<file path="config.mk">
export PLATFORM = sky130hd
export DESIGN_NAME = state_report_tx
export DESIGN_NICKNAME = d
export VERILOG_FILES = /design/src/rtl/state_report_pkg.sv /design/src/rtl/digit_to_ascii.sv /design/src/rtl/state_report_tx.sv
export SDC_FILE = /design/constraint.sdc
export NUM_CORES = 1
export LEC_CHECK = 0
export ABC_AREA = 1
export CAP_MARGIN = 20
export CELL_PAD_IN_SITES_DETAIL_PLACEMENT = 0
export CELL_PAD_IN_SITES_GLOBAL_PLACEMENT = 1
export CORE_MARGIN = 5
export CORE_UTILIZATION = 35
export CTS_CLUSTER_SIZE = 16
export DETAILED_ROUTE_END_ITERATION = 10
export GPL_ROUTABILITY_DRIVEN = 1
export HOLD_SLACK_MARGIN = 0.12
export PLACE_DENSITY = 0.78
export SYNTH_ARGS = -nofsm -noshare
export SYNTH_HDL_FRONTEND = slang
export SYNTH_SLANG_ARGS = --single-unit
</file>
<file path="constraint.sdc">
create_clock -name clk -period 2.05 [get_ports clk]
set_input_delay 0.615 -clock clk [delete_from_list [all_inputs] [get_ports clk]]
set_output_delay 0.615 -clock clk [all_outputs]
set_load 0.05 [all_outputs]
</file>
<file path="src/rtl/state_report_pkg.sv">
// Shared constants and FSM encoding for the settings read-back transmitter.
// The frame is "f" + four digits, optionally followed by CR LF.
package state_report_pkg;

  localparam logic [7:0] CH_F  = 8'h66;
  localparam logic [7:0] CH_0  = 8'h30;
  localparam logic [7:0] CH_Q  = 8'h3F;
  localparam logic [7:0] CH_CR = 8'h0D;
  localparam logic [7:0] CH_LF = 8'h0A;

  localparam int FRAME_LEN_SHORT = 5;
  localparam int FRAME_LEN_LONG  = 7;

  typedef enum logic [1:0] {
    IDLE = 2'd0,
    SEND = 2'd1,
    DONE = 2'd2
  } state_e;

endpackage

</file>
<file path="src/rtl/digit_to_ascii.sv">
// Encodes one settings field as a single ASCII digit '1'..'9'.
// Zero and anything above nine become '?', matching what the parser rejects.
module digit_to_ascii
  import state_report_pkg::*;
#(
  parameter int W = 8
) (
  input  logic [W-1:0] i_val,
  output logic [7:0]   o_char,
  output logic         o_invalid
);

  always_comb begin
    o_invalid = (i_val == '0) || (i_val > W'(9));
    o_char    = o_invalid ? CH_Q : (CH_0 + 8'(i_val));
  end

endmodule

</file>
<file path="src/rtl/state_report_tx.sv">
// Snapshots the current settings and streams them to the UART transmitter as
// an ASCII frame. Triggered by a host request or an optional periodic timer.
module state_report_tx
  import state_report_pkg::*;
#(
  parameter bit SEND_CRLF   = 1'b1,
  parameter int AUTO_PERIOD = 0,
  parameter int PERIOD_W    = 32
) (
  input  logic       clk,
  input  logic       rst_n,
  input  logic       i_report_req,
  input  logic [4:0] i_state,
  input  logic [7:0] i_state_freq,
  input  logic [7:0] i_state_amp,
  input  logic [7:0] i_state_phase,
  output logic [7:0] o_tx_data,
  output logic       o_tx_valid,
  input  logic       i_tx_ready,
  output logic       o_report_busy,
  output logic       o_report_done,
  output logic       o_fmt_err,
  output state_e     o_dbg_state
);

  // Valid/ready: a byte moves on any edge where o_tx_valid && i_tx_ready; while
  // valid is high and ready is low, o_tx_data and o_tx_valid hold unchanged.

  localparam logic [2:0] LAST_IDX = SEND_CRLF ? 3'(FRAME_LEN_LONG - 1)
                                              : 3'(FRAME_LEN_SHORT - 1);
  localparam logic [PERIOD_W-1:0] PERIOD_LAST =
    (AUTO_PERIOD > 0) ? PERIOD_W'(AUTO_PERIOD - 1) : '0;

  state_e              r_state;
  logic [2:0]          r_idx;
  logic                r_pending;
  logic [7:0]          r_dig [4];
  logic [7:0]          r_data;
  logic                r_valid;
  logic                r_busy;
  logic                r_done;
  logic                r_fmt_err;
  logic [PERIOD_W-1:0] r_period_cnt;

  logic [7:0] w_chr [4];
  logic [3:0] w_inv;
  logic       w_tick;
  logic       w_new_trig;
  logic       w_trigger;
  logic [2:0] w_idx_next;
  logic [7:0] w_next_byte;

  digit_to_ascii #(.W(5)) u_dig_state (.i_val(i_state),       .o_char(w_chr[0]), .o_invalid(w_inv[0]));
  digit_to_ascii #(.W(8)) u_dig_freq  (.i_val(i_state_freq),  .o_char(w_chr[1]), .o_invalid(w_inv[1]));
  digit_to_ascii #(.W(8)) u_dig_amp   (.i_val(i_state_amp),   .o_char(w_chr[2]), .o_invalid(w_inv[2]));
  digit_to_ascii #(.W(8)) u_dig_phase (.i_val(i_state_phase), .o_char(w_chr[3]), .o_invalid(w_inv[3]));

  assign w_tick     = (AUTO_PERIOD > 0) && (r_period_cnt == PERIOD_LAST);
  assign w_new_trig = i_report_req | w_tick;
  assign w_trigger  = w_new_trig | r_pending;
  assign w_idx_next = r_idx + 3'd1;

  // The snapshot stores already-encoded characters, so the frame cannot change
  // once captured regardless of what the inputs do.
  always_comb begin
    w_next_byte = CH_F;
    case (w_idx_next)
      3'd1:    w_next_byte = r_dig[0];
      3'd2:    w_next_byte = r_dig[1];
      3'd3:    w_next_byte = r_dig[2];
      3'd4:    w_next_byte = r_dig[3];
      3'd5:    w_next_byte = CH_CR;
      3'd6:    w_next_byte = CH_LF;
      default: w_next_byte = CH_F;
    endcase
  end

  always_ff @(posedge clk or negedge rst_n) begin
    if (!rst_n) begin
      r_period_cnt <= '0;
    end else if (w_tick) begin
      r_period_cnt <= '0;
    end else if (AUTO_PERIOD > 0) begin
      r_period_cnt <= r_period_cnt + 1'b1;
    end
  end

  always_ff @(posedge clk or negedge rst_n) begin
    if (!rst_n) begin
      r_state   <= IDLE;
      r_idx     <= '0;
      r_pending <= 1'b0;
      r_dig     <= '{default: '0};
      r_data    <= '0;
      r_valid   <= 1'b0;
      r_busy    <= 1'b0;
      r_done    <= 1'b0;
      r_fmt_err <= 1'b0;
    end else begin
      r_done <= 1'b0;
      case (r_state)
        IDLE: begin
          if (w_trigger) begin
            r_dig     <= w_chr;
            r_fmt_err <= |w_inv;
            r_idx     <= '0;
            r_pending <= 1'b0;
            r_data    <= CH_F;
            r_valid   <= 1'b1;
            r_busy    <= 1'b1;
            r_state   <= SEND;
          end
        end
        SEND: begin
          if (w_new_trig) r_pending <= 1'b1;
          if (r_valid && i_tx_ready) begin
            r_idx <= w_idx_next;
            if (r_idx == LAST_IDX) begin
              r_valid <= 1'b0;
              r_done  <= 1'b1;
              r_state <= DONE;
            end else begin
              r_data <= w_next_byte;
            end
          end
        end
        DONE: begin
          if (w_new_trig) r_pending <= 1'b1;
          r_busy  <= 1'b0;
          r_state <= IDLE;
        end
        default: r_state <= IDLE;
      endcase
    end
  end

  assign o_tx_data     = r_data;
  assign o_tx_valid    = r_valid;
  assign o_report_busy = r_busy;
  assign o_report_done = r_done;
  assign o_fmt_err     = r_fmt_err;
  assign o_dbg_state   = r_state;

endmodule

</file>
======== Word-level counts from Yosys, hierarchy flattened ========
Index checks and enable logic that the tools add are counted.
operators by class
  reduce and logical (&&, ||, !) cells .... 22
  eq/ne operators ......................... 14
  $lt $le $gt $ge ......................... 4
  $add $sub $neg .......................... 5
  multiplexer cells ....................... 27
  bitwise gates (word level) .............. 1
operators by type and width
  cell                   count
  $mux W8                7
  $pmux W8 S6            1
  $add A6 B8 Y8 const A  3
  $gt A8 B4 Y1 const B   3
  $logic_not A8 Y1       3
  $pmux W8 S2            1
  $eq A3 B3 Y1 const B   4
  $reduce_and A3 Y1      3
  $mux W1                8
  $ne A2 B2 Y1 const B   4
  $reduce_and A4 Y1      2
  $add A6 B5 Y7 const A  1
  $eq A3 B2 Y1 const B   2
  $mux W2                3
  $mux W3                2
  $pmux W1 S2            3
  $pmux W3 S2            1
  $reduce_bool A2 Y1     3
  $gt A5 B4 Y1 const B   1
  $logic_not A5 Y1       1
  $logic_or A1 B1 Y1     4
  $pmux W2 S2            1
  $reduce_and A2 Y1      2
  $reduce_or A4 Y1       1
  other kinds (9)        9
word-level totals
  flip-flop bits (word level) ............. 50
  output and inout port bits .............. 14

======== Longest topological paths before layout ========
Gate-level depths: netlist (run 1).
  word-level depth ........................ 6
  mapped depth ............................ 11
  gate-level depth less buffers ........... 10

======== Modules after synthesis ========
From an unflattened synthesis (run 1), not the netlist that was laid out.
second synthesis, totals
  cell total of the unflattened synthesis .. 406
  area total of the unflattened synthesis .. 2945.3 µm²
by module, submodules not included
  module                           cells each  seq. area each (µm²)  area each (µm²)  instances
  state_report_tx                  317         1251.2                2448.6           1
  digit_to_ascii at u_dig_amp ...  23          0.0                   130.1            3
  digit_to_ascii at u_dig_state    20          0.0                   106.4            1

======== Least setup slack after synthesis (run 1) ========
OpenSTA, ideal clock, no wires.
  path kind ............................... flip-flop to flip-flop
  start ................................... register r_state[1], in the netlist o_dbg_state[1]
  end ..................................... register r_data[0], in the netlist o_tx_data[0]
  period minus slack after synthesis ...... 1.800 ns
  path slack .............................. 0.250 ns
  data arrival time ....................... 1.677 ns
  path buffers ............................ 0
  stages on the path, launching flop included .. 11
  setup time .............................. 0.122 ns
  path through ............................ dfrtp_1 > inv_1 > ha_1 > inv_1 > nor2_1 > inv_1 > o21ai_0 > nor2_4 > inv_1 > nand2_1 > o21ai_1
between the ends
  cells in the longest elaborated chain, start to end .. 3
  elaborated cells on any way between the ends .. 8
RTL lines
  what                                                                 RTL line                RTL
  from (decl)                                                          state_report_tx.sv:34   state_e r_state;
  from (signal assigned)                                               state_report_tx.sv:90   r_state <= IDLE;
  from (signal assigned)                                               state_report_tx.sv:111  r_state <= SEND;
  from (signal assigned)                                               state_report_tx.sv:121  r_state <= DONE;
  $eq A2 B1 Y1 / $logic_not A2 Y1 (equally long branches)              state_report_tx.sv:101  case (r_state)
  $ne A2 B2 Y1 (no line) / $reduce_bool A2 Y1 (equally long branches)  n/a
  $reduce_and A4 Y1 (no line)                                          n/a
  to (signal assigned)                                                 state_report_tx.sv:123  r_data <= w_next_byte;
  to (decl)                                                            state_report_tx.sv:38   logic [7:0] r_data;
Several ways; a longest one is shown, not always the timed one.
A chain may end at the register's enable or synchronous reset.

======== Final worst setup path (run 1) ========
  start ................................... register r_idx[0]
  end ..................................... register r_data[0], in the netlist o_tx_data[0]
between the ends
  cells in the longest elaborated chain, start to end .. 6
  elaborated cells on any way between the ends .. 14
RTL lines
  what                                  RTL line                RTL
  from (decl)                           state_report_tx.sv:35   logic [2:0] r_idx;
  from (signal assigned)                state_report_tx.sv:117  r_idx <= w_idx_next;
  $add A3 B1 Y3                         state_report_tx.sv:61   assign w_idx_next = r_idx + 3'd1;
  $eq A3 B3 Y1 (tied with other cells)  state_report_tx.sv:67   case (w_idx_next)
  $pmux W8 S6                           state_report_tx.sv:67
  $mux W8                               state_report_tx.sv:118  if (r_idx == LAST_IDX) begin
  $mux W8                               state_report_tx.sv:116  if (r_valid && i_tx_ready) begin
  $pmux W8 S2                           state_report_tx.sv:101
Several ways; a longest one is shown, not always the timed one. The select of a mux whose other input is x is not followed.

==> results of run 1 <==
[layer usage]
| metal | up-vias | wire (um) |
|---|---|---|
| met2 | 44 | 2840 |
| met4 | 0 | 69 |
| li1 | 1215 | - |
| met1 | 1059 | 3010 |
| met3 | 4 | 249 |
| met5 | - | 0 |
[metrics by stage]
stage / power, mW / setup TNS [ps]
final: 3.93 / 0
after global routing: 4.29 / 0
after floorplan: 2.76 / 0
after CTS: 3.96 / 0
after detailed placement: 3.28 / -586
after global placement: 3.26 / -22.1
[power breakdown]
group,total (mW),internal (mW),switching [mW]
registers,1.27,1.14,0.127
logic,1.98,0.654,1.33
clock network,0.681,0.361,0.320
total,3.93,2.15,1.77
[sequential cells by signal, summed over array words and instances (netlist names), 2 cells and up]
signal,cells
o_tx_data,8
r_dig,30
r_idx,3
o_dbg_state,2
[logic make-up (layout without fill, tap and decap cells)]
family          count (synthesis)  count (layout)
simple gates                  161             161
buf+inv                        72             126
compound gates                 56              56
flops                          48              48
fa+ha+maj                      14              14
xor+xnor                        2               2
[path summary, 6_finish.rpt]
path	start	to	slack, ps	cells past startpoint
worst max-delay path	r_idx[0]$_DFFE_PN0P_	o_tx_data[0]$_DFFE_PN0P_	270	10
worst min-delay path	rst_n	o_report_busy$_DFFE_PN0P_	280	2
worst max register to register	r_idx[0]$_DFFE_PN0P_	o_tx_data[0]$_DFFE_PN0P_	270	10
worst min register to register	r_dig[29]$_DFFE_PN0P_	r_dig[29]$_DFFE_PN0P_	480	1
max in group asynchronous	rst_n	r_dig[13]$_DFFE_PN0P_	1550	2
min in group clk	r_dig[29]$_DFFE_PN0P_	r_dig[29]$_DFFE_PN0P_	480	1
[cell usage after synthesis, types with 2 or more instances]
cell type	instances	area share (%)
nor2_1	46	6.4
clkbuf_1	2	0.28
inv_1	61	8.5
o211ai_1	2	0.55
nand2_1	64	8.9
ha_1	14	6.5
inv_2	2	0.28
a21oi_1	6	1.1
o21ai_1	5	0.92
nor2_2	3	0.69
xor2_1	2	0.65
nor2_4	2	0.83
nand3_1	33	6.1
o21ai_0	33	6.1
buf_4	3	0.83
dfrtp_1	48	44
or2_2	2	0.46
o22ai_1	8	1.8
nand2_2	5	1.2
[cell type report]
cell class                 count  area (um2)
clock inverter                 3        42.5
fill                         783        4270
sequential                    48        1200
tap                          102         128
inverter                      64         240
multi-input combinational    233        1200
timing repair buffer          54         493
clock buffer                   5        68.8
[worst reg2reg max path: cells and delay by family, from the launching register on]
family,cells,cell delay (ps)
AND/OR/NAND/NOR,4,470
flip-flops,1,440
adder cells (fa/ha/maj),1,280
buffers and inverters,3,280
AO/OA/AOI/OAI,2,210
==> metrics.csv, run 1 <==
metric,value,unit
WP buf/inv,3,
GP Congestion,0.832,
via count,2322,
Worst Path Arrival,1970,ps
worst path cell trace,inv_1 -> ha_1 -> nand2_1 -> nor2_1 -> inv_1 -> o21ai_0 -> nor2_4 -> inv_1 -> nand2_1 -> o21ai_1,
hold_ws,281,ps
Cells after Synth,353,
Placed Area,0.00327,mm2
Worst path max stage delay,440,ps
initial antenna violation count,0,
met2 Use GR,21.5,%
Top Ports,47,
Max Transition Viols Final,0,
Setup Skew,12.0,ps
DR WL/cell,12.1,um
crit end category,register,
Pre-antenna DRT Iters,4,
dpl cells,501,
die area,0.00959,mm2
GR peak layer,met2,
cts bufs inserted,5,
register area share after synthesis,44.4,%
num rows,32,
CP top delay family,simple AND/OR/NAND/NOR gates,
combinational family with the most area after synthesis,simple AND/OR/NAND/NOR gates,
share of layout cells above drive strength 1,11.8,%
postcts setup bufs,0,
core area,0.00765,mm2
Sink Count,48,
hold_buf cts,0,
Worst-path clk slew,90,ps
HP Class,input port to asynchronous set/reset pin,
"Core Util, Final",44.2,%
CP dominant cell by count,inv_1,
Clock Latency Late Sink,300,ps
# Max-Cap Violations,0,
Final Cycle Share,86.9,%
synthesized-area fraction occupied by adder cells,6.47,%
mux cell area share after synthesis,0,%
largest fanout on the critical path,7,
simple-gate share of the synthesized area,26.3,%
via-per-instance ratio,4.56,
CP startpoint kind,register,
"wirelength, routed",6170,um
fmax,561,MHz
Post-synth EDFFs,0,
Finished Cell Area,0.00338,mm2
CP max stage cell,dfrtp_1,
met1 Track Usage GR,18.8,%
post-layout net count,453,
Place WS,-59.6,ps
grt met3 use,2.29,%
most frequent cells in the layout,"nand2_1, inv_1, dfrtp_1",
die height,97.9,um
global-route wire length before repair,10600,um
I/O Buffers,46,
post-CTS resize count,0,
Synth Area in Compound Gates,11.1,%
Syn. warnings,0,
Synth Flop Type,dfrtp_1,
"commonest non-fill, non-tap cell in the layout",nand2_1,
Root Driver,clkbuf_8,
Post-Synth XOR/XNOR Area,0.647,%
Residual DRC,0,
Synthesized Nets,400,
status,"complete, no violations",
Max clock buf depth,2,
asr flop ratio synth,100,%
fin worst setup slack,268,ps
largest net degree at the start of global routing,49,
Setup Crit Path Kind,register to register,
Antenna diodes,0,
TritonCTS clock tree,yes,
RSZ-0062 raised after global routing,false,
vias in the first global route,2267,
min Tclk post-route,1780,ps
H-tree lvl count,2,
Mapped Avg Cell Area,7.67,um2
Netlist cell types,31,
Least-Margin Pin Slew,325,ps
final setup violation count,0,
total grt overflow,0,
drt initial violations,153,
Tot GR Track Use,13.4,%
post-DP HPWL,4900,um
VDD IR-drop max,0.341,mV
Yosys reg bits,48,
Pwr Density,1160,mW/mm2
max_slew headroom,78.1,%
die width,97.9,um
Initial Util,35.4,%
Final ANT Viol Nets,0,
Non-Filler Instances,509,
post-synth design cell area,0.00271,mm2
Leak Pwr,1.52,nW
Final Hold Fails,0,
Layout area overhead,24.8,%
Critical Path RT,2240,ps
Note: power is estimated with default switching activity, not from simulation.
==> inputs of run 2 (changes only) <==
--- a/config.mk
+++ b/config.mk
@@ -16,6 +16,7 @@
 export GPL_ROUTABILITY_DRIVEN = 1
 export HOLD_SLACK_MARGIN = 0.12
 export PLACE_DENSITY = 0.78
+export SKIP_LAST_GASP = 1
 export SYNTH_ARGS = -nofsm -noshare
 export SYNTH_HDL_FRONTEND = slang
 export SYNTH_SLANG_ARGS = --single-unit
==> results of run 2 <==
The final DEF is identical to that of run 1; final timing and power are the same.
